File: src/rtl/mem_bridge.sv
// Byte-serial bridge: splits 1/2/4/6-byte CPU accesses into single-byte memory cycles.
// Optional watchdog abort with bus_err when MEM_BRIDGE_TIMEOUT_EN is defined.
module mem_bridge #(
    parameter int ADDR_WIDTH     = 32,
    parameter int TIMEOUT_CYCLES = 255
) (
    input  logic                  clk,
    input  logic                  rst,
    input  logic                  cpu_req_valid,
    input  logic                  cpu_req_we,
    input  logic [1:0]            cpu_req_size,
    input  logic [ADDR_WIDTH-1:0] cpu_req_addr,
    input  logic [47:0]           cpu_req_wdata,
    output logic                  cpu_enable,
    output logic [47:0]           cpu_data_in,
    output logic                  bus_err,
    output logic [ADDR_WIDTH-1:0] mem_addr,
    output logic [7:0]            mem_wdata,
    output logic                  mem_re,
    output logic                  mem_we,
    input  logic [7:0]            mem_rdata,
    input  logic                  mem_ready
);

    typedef enum logic [1:0] {IDLE, ACCESS, DONE} state_t;

    state_t      state;
    logic        we;
    logic [2:0]  k;
    logic [2:0]  last;
    logic [39:0] wdata_hi;
    logic [47:0] rbuf;
    logic [47:0] rbuf_merged;
    logic [2:0]  size_last;

`ifdef MEM_BRIDGE_TIMEOUT_EN
    logic [31:0] wait_cnt;
`else
    localparam int unused_timeout = TIMEOUT_CYCLES;
    assign bus_err = 1'b0;
`endif

    always_comb begin
        size_last = 3'd0;
        case (cpu_req_size)
            2'b00:   size_last = 3'd0;
            2'b01:   size_last = 3'd1;
            2'b10:   size_last = 3'd3;
            default: size_last = 3'd5;
        endcase
    end

    assign rbuf_merged = rbuf | ({40'd0, mem_rdata} << {k, 3'b000});

    assign cpu_enable = (state == DONE) || ((state == IDLE) && !cpu_req_valid);

    always_ff @(posedge clk or posedge rst) begin
        if (rst) begin
            state       <= IDLE;
            we          <= 1'b0;
            k           <= 3'd0;
            last        <= 3'd0;
            wdata_hi    <= 40'd0;
            rbuf        <= 48'd0;
            cpu_data_in <= 48'd0;
            mem_addr    <= '0;
            mem_wdata   <= 8'd0;
            mem_re      <= 1'b0;
            mem_we      <= 1'b0;
`ifdef MEM_BRIDGE_TIMEOUT_EN
            wait_cnt    <= 32'd0;
            bus_err     <= 1'b0;
`endif
        end else begin
            case (state)
                IDLE: begin
                    if (cpu_req_valid) begin
                        state     <= ACCESS;
                        we        <= cpu_req_we;
                        k         <= 3'd0;
                        last      <= size_last;
                        wdata_hi  <= cpu_req_wdata[47:8];
                        rbuf      <= 48'd0;
                        mem_addr  <= cpu_req_addr;
                        mem_re    <= !cpu_req_we;
                        mem_we    <= cpu_req_we;
                        mem_wdata <= cpu_req_we ? cpu_req_wdata[7:0] : 8'd0;
`ifdef MEM_BRIDGE_TIMEOUT_EN
                        wait_cnt  <= 32'd0;
`endif
                    end
                end
                ACCESS: begin
                    if (mem_ready) begin
`ifdef MEM_BRIDGE_TIMEOUT_EN
                        wait_cnt <= 32'd0;
`endif
                        if (!we) rbuf <= rbuf_merged;
                        if (k == last) begin
                            state     <= DONE;
                            mem_re    <= 1'b0;
                            mem_we    <= 1'b0;
                            mem_wdata <= 8'd0;
                            if (!we) cpu_data_in <= rbuf_merged;
                        end else begin
                            k         <= k + 3'd1;
                            mem_addr  <= mem_addr + ADDR_WIDTH'(1);
                            mem_wdata <= we ? wdata_hi[7:0] : 8'd0;
                            wdata_hi  <= {8'd0, wdata_hi[39:8]};
                        end
`ifdef MEM_BRIDGE_TIMEOUT_EN
                    end else if (wait_cnt == 32'(TIMEOUT_CYCLES - 1)) begin
                        // Abort: keep whatever bytes arrived, the rest stay zero.
                        state     <= DONE;
                        bus_err   <= 1'b1;
                        mem_re    <= 1'b0;
                        mem_we    <= 1'b0;
                        mem_wdata <= 8'd0;
                        if (!we) cpu_data_in <= rbuf;
                    end else begin
                        wait_cnt <= wait_cnt + 32'd1;
`endif
                    end
                end
                default: begin
                    state <= IDLE;
`ifdef MEM_BRIDGE_TIMEOUT_EN
                    bus_err <= 1'b0;
`endif
                end
            endcase
        end
    end

endmodule

File: config.mk
export PLATFORM = sky130hd
export DESIGN_NAME = mem_bridge
export DESIGN_NICKNAME = d
export VERILOG_FILES = /design/src/rtl/mem_bridge.sv
export SDC_FILE = /design/constraint.sdc
export NUM_CORES = 1
export LEC_CHECK = 0
export BUFFER_PORTS_ARGS = -buffer_cell sky130_fd_sc_hd__buf_2
export CAP_MARGIN = 40
export CORE_MARGIN = 10
export CORE_UTILIZATION = 42
export DETAILED_ROUTE_END_ITERATION = 10
export PLACE_DENSITY = 0.67
export SLEW_MARGIN = 20
export SYNTH_ARGS = -nofsm -noshare
export SYNTH_HDL_FRONTEND = slang
export SYNTH_SLANG_ARGS = --single-unit
File: constraint.sdc
create_clock -name clk -period 6.3 [get_ports clk]
set_input_delay 1.26 -clock clk [delete_from_list [all_inputs] [get_ports clk]]
set_output_delay 1.26 -clock clk [all_outputs]
set_load 0.02 [all_outputs]
==> flow_metrics.py <==
metrics = {
    "layout": {
        "multi_input_area_um2": 3330,
        "fin_area_um2": 10000,
        "n_fill_cell": 1846,
        "area_growth_pct": 20.8,
        "layout_commonest_cell": "buf_2",
        "seq_area_um2": 4680,
        "final_cell_mix": "buf_2, dfrtp_1, nand2_1",
        "fin_nets": 1131,
        "drive_gt1_frac": 0.232,
    },
    "clocking": {
        "postCtsResizedCells": 0,
        "cts_root_buf": "clkbuf_16",
        "cts.clk_slew.worst_paths_ns": 0.07,
        "h-tree-depth": 4,
        "postCtsSetupBuffers": 0,
        "worstSkewPairLatency_ns": 0.43,
        "cts_hold_buf": 0,
        "cts_tree": "yes",
        "clock_sinks": 187,
        "cts_buffers": 17,
        "cts_buffer_depth": 2,
    },
    "place": {
        "placed_area_um2": 9430,
        "gp_congestion": 0.821,
        "dp_hpwl_um": 15100,
        "portBuffers": 185,
    },
    "hold_path": {
        "min_from": "cpu_data_in[7]$_DFFE_PP0P_",
        "hp-class": "reg -> reg",
        "hold_depth": 2,
        "whs_endpoint": "cpu_data_in[7]$_DFFE_PP0P_",
    },
    "die": {
        "core_region_area_um2": 19500,
        "num_rows": 51,
        "start_util": 0.427,
        "dieArea_um2": 25800,
        "io_pins": 187,
        "die_x_um": 161,
        "die_h_um": 161,
    },
    "setup_path": {
        "path_class": "in -> out",
        "arrival_ns": 1.87,
        "reg2reg_depth": 7,
        "crit_required_ns": 5.04,
        "rr_startpoint": "state[0]$_DFFE_PP0P_",
        "r2r_end": "rbuf[1]$_DFFE_PP0P_",
        "regToRegSetupSlack_ns": 3.77,
        "critical_path.endpoint_type": "primary output",
        "cp_max_fo": 2,
        "worst_setup_path_start_kind": "primary input",
    },
    "power_and_ir_drop": {
        "ir_drop_mv": 0.262,
        "p_leak_nw": 4.69,
        "power_mw": 5.48,
        "p_per_area_nw_per_um2": 546,
    },
    "sta": {
        "period_needed_ns": 3.13,
        "setup_viol": 0,
        "slew_viol_final": 0,
        "rsz0062_at_grt": "no",
        "hold_slack_ns": 0.473,
        "worstMarginPinSlew_ns": 0.806,
        "max_freq_ghz": 0.320,
        "fin_setup_tns_ns": 0,
        "hold_viol": 0,
        "max-slew-margin-rel": 0.463,
        "finalCritPeriodShare": 0.496,
        "skew_ns": 0.0130,
    },
    "logic_synthesis": {
        "syn-instance-count": 885,
        "yosysTopAreaCell": "dfrtp_1",
        "synth_top_area_frac": 0.563,
        "ys.flop_type": "dfrtp_1",
        "seq_area_frac_synth": 0.563,
        "synth-seq-cells": 187,
        "synth_cell_types": 50,
        "syn-cell-area_um2": 8310,
        "async_reset_ff_frac": 1.00,
        "yosys-top-cells-area": "dfrtp_1, nand2_1, a21oi_1, a22o_1, o21ai_0",
        "yosysWarnings": 0,
        "synth.avg_cell_area_um2": 9.39,
        "synth_edf_count": 0,
        "synth_nets": 982,
    },
    "route": {
        "via_per_inst": 5.38,
        "first_iter_violations": 476,
        "first_pass_iters": 5,
        "vias": 7060,
        "postRouteAntennaNets": 0,
        "wl_per_cell_um": 17.1,
        "drcViolationCount": 0,
        "routed_wl_um": 22400,
    },
    "job": {
        "maxCapViolCount": 0,
    },
    "global_routing": {
        "grt_max_degree": 188,
        "grt-ovfl-total": 0,
        "grt_pass1_vias": 6973,
        "antenna_found_initial": 3,
        "grt_pass1_wl_um": 36400,
        "gr-usage-all-layers": 0.171,
    },
    "run_status": {
        "status": "finished, final reports clean",
    },
}
-- cell usage after synthesis (all sizes together), types with 2 or more instances --
cell type  instances
dfrtp            187
nand2            148
a21oi            108
nor2              81
o21ai             67
clkbuf            58
a22o              39
a31oi             37
nand3             21
buf               14
a22oi             10
o22ai             10
nor3               9
nand4              8
a2bb2oi            7
and3               7
nor2b              7
nor4               7
o22a               7
inv                6
a32oi              4
nor3b              4
or3                4
or4                4
a211oi             3
and2               3
nand3b             3
xnor2              3
a31o               2
and3b              2
and4               2
ha                 2
o211ai             2
-- flip-flops by register name (all words and copies together) (netlist names), 2 cells and up --
signal / flops
k: 3
state: 2
last: 3
mem_addr: 32
wdata_hi: 40
mem_wdata: 8
rbuf: 48
cpu_data_in: 48
-- per-stage QoR --
stage,worst slack (ns),utilization,instances
global route,3.16,0.515,1309
floorplan,2.63,-,885
detailed placement,2.76,0.484,1278
CTS,3.19,0.513,1307
global placement,2.82,0.482,1274
finish,3.17,0.516,1312
-- worst max-delay path by stage --
stage / start / endpoint / slack, ns / cells past startpoint
floorplan: rst / cpu_data_in[0]$_DFFE_PP0P_ / 2.63 / 1
global placement: cpu_req_valid / wdata_hi[27]$_DFFE_PP0P_ / 2.82 / 8
detailed placement: cpu_req_valid / wdata_hi[17]$_DFFE_PP0P_ / 2.76 / 8
CTS: cpu_req_valid / wdata_hi[0]$_DFFE_PP0P_ / 3.19 / 8
global route: cpu_req_valid / cpu_enable / 3.16 / 3
finish: cpu_req_valid / cpu_enable / 3.17 / 3
-- layout make-up --
type                    count  area share
flip-flops and latches    187       0.466
multi-input cells         620       0.331
repair buffers            202       0.111
clock buffers              21      0.0469
well taps                 265      0.0330
clock inverters             8     0.00860
inverters                   6     0.00262
diodes                      3    0.000748
-- where the power goes --
part	switching, mW	internal, mW
registers	0.379	1.70
logic	1.50	0.870
clock network	0.459	0.575
total	2.33	3.15
-- worst max-delay path: stages --
cell     delay (ns)
buf_2          0.12
a21oi_1        0.25
buf_2          0.22
-- logic make-up after synthesis --
family / share of synthesized area
DFF: 0.563
xor gates and xnor gates: 0.00422
muxes: 0.00120
other: 0.000451
adders and majority gates: 0.00301
and+or+nand+nor: 0.169
AOI/OAI and AO/OA: 0.219
buffers and inverters: 0.0396
-- routing by layer --
metal | GRT usage | vias to the layer above | share of wire
li1 | - | 3451 | -
met4 | 0.0367 | 0 | 0.0084
met5 | 0 | - | 0
met1 | 0.222 | 3381 | 0.45
met2 | 0.263 | 216 | 0.46
met3 | 0.0672 | 12 | 0.083
No activity file was read; power rests on OpenSTA's default activity.
